**config.mk**
```make
export PLATFORM = sky130hd
export DESIGN_NAME = pipe_hazard_ctrl
export DESIGN_NICKNAME = d
export VERILOG_FILES = /design/src/rtl/pipe_hazard_ctrl.sv
export SDC_FILE = /design/constraint.sdc
export NUM_CORES = 1
export LEC_CHECK = 0
export CAP_MARGIN = 20
export CORE_MARGIN = 1.5
export CORE_UTILIZATION = 32
export CTS_BUF_LIST = sky130_fd_sc_hd__clkbuf_8
export DETAILED_ROUTE_END_ITERATION = 10
export GPL_TIMING_DRIVEN = 0
export PLACE_DENSITY = 0.87
export SYNTH_ARGS = -nofsm -noshare
export SYNTH_HDL_FRONTEND = slang
export SYNTH_SLANG_ARGS = --single-unit
```
**constraint.sdc**
```tcl
create_clock -name clk -period 2.9 [get_ports clk]
set_clock_uncertainty 0.15 [all_clocks]
set_input_delay 0.29 -clock clk [delete_from_list [all_inputs] [get_ports clk]]
set_output_delay 0.29 -clock clk [all_outputs]
set_load 0.05 [all_outputs]
```
**src/rtl/pipe_hazard_ctrl.sv**
```systemverilog
// pipe_hazard_ctrl: hazard and multi-cycle sequencing controller for the
// five-stage pipeline. Resolves load-use stalls, taken-branch flushes and the
// mult/div handshake, driving latch write enables and bubble injection.
// State advances on the falling clock edge, together with the pipeline latches.

module pipe_hazard_ctrl #(
    parameter int MD_CNT_W = 6
) (
    input  logic                clk,
    input  logic                clr,
    input  logic [31:0]         fd_ir,
    input  logic [31:0]         dx_ir,
    input  logic                branch_taken,
    input  logic                md_ready,
    output logic                pc_en,
    output logic                fd_en,
    output logic                dx_en,
    output logic                xm_en,
    output logic                mw_en,
    output logic                fd_nop,
    output logic                dx_nop,
    output logic                xm_nop,
    output logic                md_mult,
    output logic                md_div,
    output logic                md_busy,
    output logic [MD_CNT_W-1:0] md_cycles
);

    localparam logic [4:0] OP_ALU  = 5'b00000;
    localparam logic [4:0] OP_LW   = 5'b01000;
    localparam logic [4:0] OP_SW   = 5'b00111;
    localparam logic [4:0] OP_BNE  = 5'b00010;
    localparam logic [4:0] OP_BLT  = 5'b00110;
    localparam logic [4:0] OP_JR   = 5'b00100;
    localparam logic [4:0] ALU_MUL = 5'b00110;
    localparam logic [4:0] ALU_DIV = 5'b00111;

    localparam logic [MD_CNT_W-1:0] CNT_ZERO = {MD_CNT_W{1'b0}};
    localparam logic [MD_CNT_W-1:0] CNT_MAX  = {MD_CNT_W{1'b1}};
    localparam logic [MD_CNT_W-1:0] CNT_ONE  = {{(MD_CNT_W-1){1'b0}}, 1'b1};

    typedef enum logic [1:0] {
        ST_IDLE  = 2'd0,
        ST_START = 2'd1,
        ST_WAIT  = 2'd2
    } state_t;

    state_t              r_state;
    state_t              w_state_nxt;
    logic [MD_CNT_W-1:0] r_md_cycles;
    logic [MD_CNT_W-1:0] w_md_cycles_nxt;

    logic w_dx_mul;
    logic w_dx_div;
    logic w_dx_md;
    logic w_load_use;
    logic w_unused_bits;

    logic w_pc_en;
    logic w_fd_en;
    logic w_dx_en;
    logic w_fd_nop;
    logic w_dx_nop;
    logic w_xm_nop;
    logic w_md_mult;
    logic w_md_div;
    logic w_md_busy;

    // Multiply: ALU opcode with the mul ALU sub-op.
    function automatic logic is_mul(input logic [31:0] ir);
        return (ir[31:27] == OP_ALU) && (ir[6:2] == ALU_MUL);
    endfunction

    // Divide: ALU opcode with the div ALU sub-op.
    function automatic logic is_div(input logic [31:0] ir);
        return (ir[31:27] == OP_ALU) && (ir[6:2] == ALU_DIV);
    endfunction

    // True when the FD instruction reads register r as a source operand.
    // rs is always a source; rt only for R-type; rd for store, compare
    // branches and jr, which use rd as an operand rather than a destination.
    function automatic logic fd_reads_reg(input logic [31:0] ir, input logic [4:0] r);
        logic       hit;
        logic [4:0] op;
        op  = ir[31:27];
        hit = (ir[21:17] == r);
        if (op == OP_ALU) begin
            hit = hit | (ir[16:12] == r);
        end else if ((op == OP_SW) || (op == OP_BNE) || (op == OP_BLT) || (op == OP_JR)) begin
            hit = hit | (ir[26:22] == r);
        end else begin
            hit = hit | 1'b0;
        end
        return hit;
    endfunction

    assign w_dx_mul   = is_mul(dx_ir);
    assign w_dx_div   = is_div(dx_ir);
    assign w_dx_md    = w_dx_mul | w_dx_div;
    // A load into $0 never creates a real dependency.
    assign w_load_use = (dx_ir[31:27] == OP_LW) && (dx_ir[26:22] != 5'd0) &&
                        fd_reads_reg(fd_ir, dx_ir[26:22]);

    // Instruction fields the controller has no use for.
    assign w_unused_bits = ^{fd_ir[11:0], dx_ir[21:7], dx_ir[1:0]};

    // Next-state, counter update and per-cycle pipeline control.
    always_comb begin
        w_state_nxt     = r_state;
        w_md_cycles_nxt = r_md_cycles;
        w_pc_en         = 1'b1;
        w_fd_en         = 1'b1;
        w_dx_en         = 1'b1;
        w_fd_nop        = 1'b0;
        w_dx_nop        = 1'b0;
        w_xm_nop        = 1'b0;
        w_md_mult       = 1'b0;
        w_md_div        = 1'b0;
        w_md_busy       = 1'b0;
        if (clr) begin
            w_state_nxt     = ST_IDLE;
            w_md_cycles_nxt = CNT_ZERO;
        end else begin
            case (r_state)
                ST_IDLE: begin
                    if (w_dx_md) begin
                        // Freeze the front end; XM takes a bubble while the op is pending.
                        w_pc_en     = 1'b0;
                        w_fd_en     = 1'b0;
                        w_dx_en     = 1'b0;
                        w_xm_nop    = 1'b1;
                        w_state_nxt = ST_START;
                    end else if (branch_taken) begin
                        // Squash the two wrong-path instructions behind the branch.
                        w_fd_nop = 1'b1;
                        w_dx_nop = 1'b1;
                    end else if (w_load_use) begin
                        // Hold PC/FD one cycle and let the load move on ahead.
                        w_pc_en  = 1'b0;
                        w_fd_en  = 1'b0;
                        w_dx_nop = 1'b1;
                    end else begin
                        w_state_nxt = ST_IDLE;
                    end
                end
                ST_START: begin
                    w_pc_en         = 1'b0;
                    w_fd_en         = 1'b0;
                    w_dx_en         = 1'b0;
                    w_xm_nop        = 1'b1;
                    w_md_busy       = 1'b1;
                    w_md_mult       = w_dx_mul;
                    w_md_div        = w_dx_div;
                    w_md_cycles_nxt = CNT_ZERO;
                    w_state_nxt     = ST_WAIT;
                end
                ST_WAIT: begin
                    w_md_busy = 1'b1;
                    if (md_ready) begin
                        // Result is captured into XM this cycle; pipeline resumes.
                        w_state_nxt = ST_IDLE;
                    end else begin
                        w_pc_en         = 1'b0;
                        w_fd_en         = 1'b0;
                        w_dx_en         = 1'b0;
                        w_xm_nop        = 1'b1;
                        w_md_cycles_nxt = (r_md_cycles == CNT_MAX) ? r_md_cycles
                                                                   : (r_md_cycles + CNT_ONE);
                    end
                end
                default: begin
                    w_state_nxt = ST_IDLE;
                end
            endcase
        end
    end

    // State and wait-cycle counter, updated on the pipeline's falling edge.
    always_ff @(negedge clk) begin
        if (clr) begin
            r_state     <= ST_IDLE;
            r_md_cycles <= CNT_ZERO;
        end else begin
            r_state     <= w_state_nxt;
            r_md_cycles <= w_md_cycles_nxt;
        end
    end

    assign pc_en     = w_pc_en;
    assign fd_en     = w_fd_en;
    assign dx_en     = w_dx_en;
    assign xm_en     = 1'b1;
    assign mw_en     = 1'b1;
    assign fd_nop    = w_fd_nop;
    assign dx_nop    = w_dx_nop;
    assign xm_nop    = w_xm_nop;
    assign md_mult   = w_md_mult;
    assign md_div    = w_md_div;
    assign md_busy   = w_md_busy;
    assign md_cycles = r_md_cycles;

endmodule

```
* After elaboration in Yosys (flattened, before gate mapping)
Index checks and enable logic that the tools add are counted.
** Operators by class
- $add $sub $neg :: 1
- Multipliers :: 0
- Divide/modulo/power cells :: 0
- $lt $le $gt $ge :: 0
- Equal/unequal tests :: 18
- Shifts and indexed selects :: 0
- Multiplexer cells :: 38
- Bitwise logic cells :: 3
- Reduce and logical (&&, ||, !) cells :: 15
** Operators by type and width (count)
- $mux W1 :: 27
- $eq A5 B3 Y1 const B :: 5
- $eq A5 B5 Y1 :: 3
- $mux W6 :: 2
- $pmux W6 S2 :: 1
- $logic_not A5 Y1 :: 2
- $pmux W1 S3 :: 3
- $mux W2 :: 4
- $add A6 B1 Y6 const B :: 1
- $eq A6 B6 Y1 const B :: 1
- $ne A2 B2 Y1 const B :: 3
- $ne A3 B3 Y1 const B :: 2
- $pmux W2 S3 :: 1
- $reduce_and A3 Y1 :: 2
- $eq A5 B2 Y1 const B :: 1
- $eq A5 B4 Y1 const B :: 1
- $reduce_bool A5 Y1 :: 1
- $logic_and A1 B1 Y1 :: 4
- $logic_or A1 B1 Y1 :: 3
- $or A1 B1 Y1 :: 3
- $eq A2 B1 Y1 const B :: 1
- $eq A2 B2 Y1 const B :: 1
- $logic_not A2 Y1 :: 1
- $reduce_bool A2 Y1 :: 1
- $reduce_or A2 Y1 :: 1
** Word-level totals
- Register bits after elaboration :: 8
- Latch bits :: 0
- RAM bits :: 0
- Memory bits (read-only) :: 0
- Input port bits :: 68
- Output and inout bits :: 17
- Logic and storage cells :: 77
- Memories :: 0

* Depth between registers and ports, before layout
Gate-level depths: netlist (run 1).
- Word-level depth :: 12
- Gate-level depth with buffers :: 8
- Depth with buffers taken out :: 8

==> run metrics, run 1 <==
Critical Path Fanout Max 3; mux cell area share after synthesis 1.175%; global route hottest layer met2; register clock-pin slew on the reported worst setup and hold paths 60 ps; num rows 18; Worst path max stage delay 360 ps; pwr dens 238.5 mW/mm2; Max clock buf depth 2; Iteration-0 DRC Markers 19; worst path cell trace inv_4, ha_4, inv_2, or2_4, a211oi_4, buf_6; initial antenna violation count 0; Vias 1078; global-route track usage on met1 25.12%; most repeated cell in the gate-level netlist after synthesis xor2_1; final hold vios 0; Layout Nets 258; WP data required 2460 ps; Crit path arrival time 3040 ps; Commonest cells post-synth xor2_1 (10), dfxtp_1 (8), nor2_1 (8), inv_1 (7), xnor2_1 (7); CTS Root Cell clkbuf_8; Synth Area per Inst 7.963 um2; gr usage total 21.72%; Total Wirelength 3425 um; Setup violations, final 11; Vias/cell 5.061; dpl cell area 0.001541 mm2; Register Area 167.7 um2; Fillers 171; CTS tree yes; Die Span X 54.60 um; area leader, netlist dfxtp_1; Critical-path top delay cell dfxtp_4; met2 Track Usage GR 41.27%; hpwl dp 2170 um; Cell variety after synth 39; Routability Congestion 0.7343; cts hold-fix bufs 0; Final Non-Filler Cells 213; first-pass GRT wire length 4747 um; worst hold path class flop to flop; CTS Sinks 8; synthesized flop and latch total 8; RSZ-0062 raised after global routing true; routed length per instance 16.08 um; antenna diode count 0; clk_lat worst skew 320 ps; ranking of synthesized cells by area dfxtp_1 (19%), xor2_1 (10%), ha_1 (7.3%); CP Launch Type flop; violated checks negative setup slack; fin. max-slew vios 0; Post-Syn Area 852.1 um2; I/O pin total 85; placed cells 191; Max VDD drop 0.0002161 V; warnings from Yosys 0; Layout area overhead 113.4%; DRC viols 0; met3 Use GR 2.186%; Finished Cell Area 0.001818 mm2; Compound-Gate Fraction of Synth Area 14.24%; async set or reset register ratio after synthesis 0%; Die Span Y 54.60 um; WS Path Type flop to output pin; Synth Area in Simple Gates 33.19%; adder-cell share of the synthesized area 7.342%; GRT overflow 0; H-tree Lvls 1; Worst Setup End Kind output pin; largest net degree at the start of global routing 11; Syn Inst Count 107; largest family of logic cells by synthesized area simple AND/OR/NAND/NOR gates; Die Area 0.002981 mm2; core area 0.002500 mm2; Synth Flop Type dfxtp_1; iteration count of the initial detailed-routing pass 4; leak pwr 0.0008202 uW; run status finished, violations left; Seq/Total Area, Yosys 18.80%; CTS buffer count 3; EDFF count, synth 0; Synth Area in XOR/XNOR 17.47%; vias in the first global route 1029; starting density of the core 34.08%; DRT antenna net count 0; area of the multi-input gates 849.6 um2; setup TNS -4383 ps; port buffer count 53; share of cells above drive strength 1 44.26%; final setup margin -582.4 ps; Synth top area share 18.80%; max cap viols 0
## metal layers
layer  part of all wire [%]  vias up
li1                       -      524
met1                     40      518
met2                     55       31
met3                    3.1        5
met4                    1.3        0
met5                      0        -
## layout by cell type (no fill, tap or decap), drive strengths merged
master,synthesis,routed
mux2i,1,1
inv,7,14
a2111oi,1,1
nor4,3,3
or3,2,2
ha,5,5
nand3b,2,2
a22oi,1,1
dfxtp,8,8
o32ai,1,1
nor2b,4,4
nor2,8,8
dlymetal6s2s,0,9
nand2,5,5
o21ai,4,4
buf,3,34
xor2,10,10
nand3,6,6
and2b,1,1
nand4,3,3
nor3b,1,1
or4,2,2
clkbuf,1,9
a21oi,4,4
conb,1,2
o21a,1,1
nand2b,3,3
xnor2,7,7
o211ai,1,1
clkdlybuf4s50,0,16
or2,2,2
a211oi,2,2
clkdlybuf4s15,0,1
a31oi,1,1
dlygate4sd2,0,3
nor3,5,5
o21bai,1,1
## power by group
group	internal [uW]	switching [uW]
combinational	71.2	59.2
sequential	109	0.0490
clock	106	88.0
## what timing repair did
item | CTS | global route
endpoints found under the setup margin | 23 | 18
gates cloned | 0 | 0
buffers inserted | 7 | 6
gates resized for setup | 137 | 36
pin swaps | 12 | 18
## cell families after synthesis
| logic type | Yosys count |
|---|---|
| flops | 8 |
| simple gates | 47 |
| other cells | 1 |
| compound gates | 17 |
| buf+inv | 11 |
| fa+ha+maj | 5 |
| mux | 1 |
| xor+xnor | 17 |
## worst max-delay path: cells and delay by family, from the launching register on
kind                       cells  cell delay [ps]
buffers and inverters          3              310
AOI/OAI and AO/OA              1              210
adders and majority gates      1              160
and+or+nand+nor                1              240
DFF                            1              360
## per-stage QoR
stage | total power [uW] | worst slack (ps) | hold slack [ps] | utilization (%)
after global placement | 249.7 | -878.3 | 334.6 | 61.66
after floorplan | 183.3 | -331.7 | 338.2 | -
after CTS | 424.4 | -557.8 | 358.3 | 67.62
after detailed placement | 253.0 | -962.8 | 357.5 | 61.66
after global routing | 454.9 | -604.8 | 414.6 | 72.72
final | 433.7 | -582.4 | 383.4 | 72.72
## registers in the layout (all words and copies together) (netlist names)
| signal | flops |
|---|---|
| md_cycles | 6 |
| r_state | 2 |
## final cells by class
class | instances | share of cell area (%)
multi-input combinational | 89 | 46.73
timing repair buffer | 65 | 34.34
sequential | 8 | 9.222
clock buffer | 3 | 2.271
buffer | 4 | 2.202
tap | 30 | 2.065
clock inverter | 8 | 1.652
inverter | 6 | 1.514
## worst paths after layout
kind	startpoint	end	slack (ps)	cells after the start
hold / removal	r_state[1]	r_state[1]	380	2
setup / recovery	r_state[0]	xm_nop	-580	6
setup reg to reg	r_state[0]	md_cycles[2]	1010	9
hold reg to reg	r_state[1]	r_state[1]	380	2
No activity file was read; power rests on OpenSTA's default activity.
==> inputs of run 2 (changes only) <==
- PLACE_DENSITY: 0.87 -> 0.85
==> run 2 against run 1 <==
  * The flow still finishes with violations (negative setup slack)
  * Combinational power about the same
  * Final cell count decreased by 0.47%
  * Register-to-register slack better by 80 ps
  * Die area stayed put
  * Critical endpoint unchanged
  * Largest power group unchanged
  * Highest routed layer unchanged
==> run metrics, run 2 (same netlist as run 1, synthesis figures left out) <==
gr usage total 22.81% (+1.1 points); worst reg2reg path depth 9 (unchanged); WHS Endpoint r_state[1]; hpwl dp 2351 um (+8.4%); DRT antenna net count 0 (unchanged); CTS Root Cell clkbuf_8; Die Span X 54.60 um (unchanged); I/O pin total 85 (unchanged); Reg2Reg Launch Point r_state[0]; Worst Setup End Kind output pin; cts hold-fix bufs 0 (unchanged); vias in the first global route 1083 (+5.2%); max reg flops 6 (unchanged); iteration count of the initial detailed-routing pass 4 (unchanged); DRC viols 0 (unchanged); largest net degree at the start of global routing 11 (unchanged); Critical Path Fanout Max 3 (unchanged); GRT overflow 0 (unchanged); antenna diode count 0 (unchanged); Crit path arrival time 3000 ps (-40 ps); Worst path max stage delay 350 ps (about the same); port buffer count 53 (unchanged); first-pass GRT wire length 4774 um (+0.57%); final setup margin -540.6 ps (+41.79 ps); RSZ-0062 raised after global routing true; Layout Nets 257 (-0.39%); routed length per instance 15.38 um (-4.4%); commonest non-fill, non-tap cell in the layout buf_6; violated checks negative setup slack; run status finished, violations left; Hold Path Origin r_state[1]; Critical-path top delay cell dfxtp_4; worst path cell trace inv_6, ha_4, and2b_2, nor2_2, a211oi_4, buf_6; pre-CTS setup slack -911.5 ps (+51.37 ps); Die Area 0.002981 mm2 (unchanged); CTS buffer count 3 (unchanged); worst hold path class flop to flop; most frequent cells in the layout buf_6 (16), clkdlybuf4s50_1 (13), buf_4 (12), dlymetal6s2s_1 (12), inv_1 (11); fin. max-slew vios 0 (unchanged); clk_lat worst skew 310 ps (about the same); CTS Sinks 8 (unchanged); Die Span Y 54.60 um (unchanged); R2R Setup Slk 1090 ps (+80 ps); leak pwr 0.0008345 uW (+1.7%); Total Wirelength 3260 um (-4.8%); core area 0.002500 mm2 (unchanged); WP data required 2460 ps (about the same); max cap viols 0 (unchanged); pwr dens 235.2 mW/mm2 (-1.4%); Vias/cell 5.042 (-0.37%); starting density of the core 34.08% (unchanged); WS Path Type flop to output pin; CTS tree yes; Worst Hold Depth 2 (unchanged); num rows 18 (unchanged); register clock-pin slew on the reported worst setup and hold paths 40 ps (-20 ps); RR Endpoint md_cycles[2]; H-tree Lvls 1 (unchanged); placed cells 191 (unchanged); Routability Congestion 0.7694 (+4.8%); Iteration-0 DRC Markers 21 (+2); Final Non-Filler Cells 212 (-0.47%); final hold vios 0 (unchanged); Fillers 168 (-1.8%); CP Launch Type flop; Max clock buf depth 2 (unchanged); Setup violations, final 11 (unchanged); share of cells above drive strength 1 46.15% (+1.9 points); Layout area overhead 112.9%; Max VDD drop 0.0003614 V (+67%); initial antenna violation count 0 (unchanged); Vias 1069 (-0.83%)
run 2: worst max path at each step:
stage | start | end | slack, ps | depth (start not counted)
final | r_state[0] | xm_nop | -540 | 6
after global routing | r_state[0] | xm_nop | -580 | 6
after CTS | r_state[1] | xm_nop | -540 | 6
after detailed placement | dx_ir[28] | r_state[1] | -910 | 7
after global placement | dx_ir[28] | r_state[1] | -870 | 7
after floorplan | r_state[1] | xm_nop | -330 | 5
run 2: final cells by class:
| class | count | area [um2] | share of cell area (%) |
|---|---|---|---|
| Clock buffer | 3 | 41.29 | 2.276 |
| Sequential cell | 8 | 167.7 | 9.241 |
| Buffer | 4 | 40.04 | 2.207 |
| Clock inverter | 8 | 30.03 | 1.655 |
| Timing Repair Buffer | 64 | 603.1 | 33.24 |
| Tap cell | 30 | 37.54 | 2.069 |
| Inverter | 6 | 30.03 | 1.655 |
| Multi-Input combinational cell | 89 | 864.6 | 47.66 |
run 2: timing repair:
item / in CTS / in global routing
endpoints found under the setup margin: 23 / 16
setup buffers: 9 / 2
resized for setup: 138 / 47
pin swaps: 14 / 15
run 2: critical path, delay by kind of cell (launching register included):
kind	cells	cell delay, ps
compound gates	1	240
fa+ha+maj	1	150
buf+inv	2	260
flops	1	350
simple gates	2	240
run 2: power by group:
group,switching [uW],total (uW),internal [uW]
sequential,0.0547,109,109
clock,81.2,187,106
combinational,60.8,130,69.4
total,142,427,285
run 2: stage by stage:
step	area, um2	hold WS, ps	setup TNS (ps)	utilization (%)	power, uW
6_report	1814	389.4	-4250	72.57	426.6
5_1_grt	1814	407.4	-4829	72.57	446.7
4_1_cts	1710	372.3	-4465	68.42	419.2
3_5_place_dp	1541	362.6	-13490	61.66	253.7
3_3_place_gp	1541	338.7	-12630	61.66	249.9
2_1_floorplan	973.4	338.2	-2118	-	183.3
run 2: metal layers:
| metal | part of all wire [%] | vias up | routed length (um) | GRT usage, % |
|---|---|---|---|---|
| met2 | 58 | 33 | 1875 | 42.46 |
| met3 | 3.4 | 8 | 112 | 4.098 |
| met5 | 0 | - | 0 | 0 |
| met1 | 37 | 511 | 1196 | 24.63 |
| met4 | 2.3 | 0 | 76 | 10.00 |
| li1 | - | 517 | - | - |
==> inputs of run 3 (changes only) <==
- CTS_CLUSTER_DIAMETER: unset -> 40
==> results of run 3 <==
No change in the layout: final DEF, timing and power equal those of run 2.
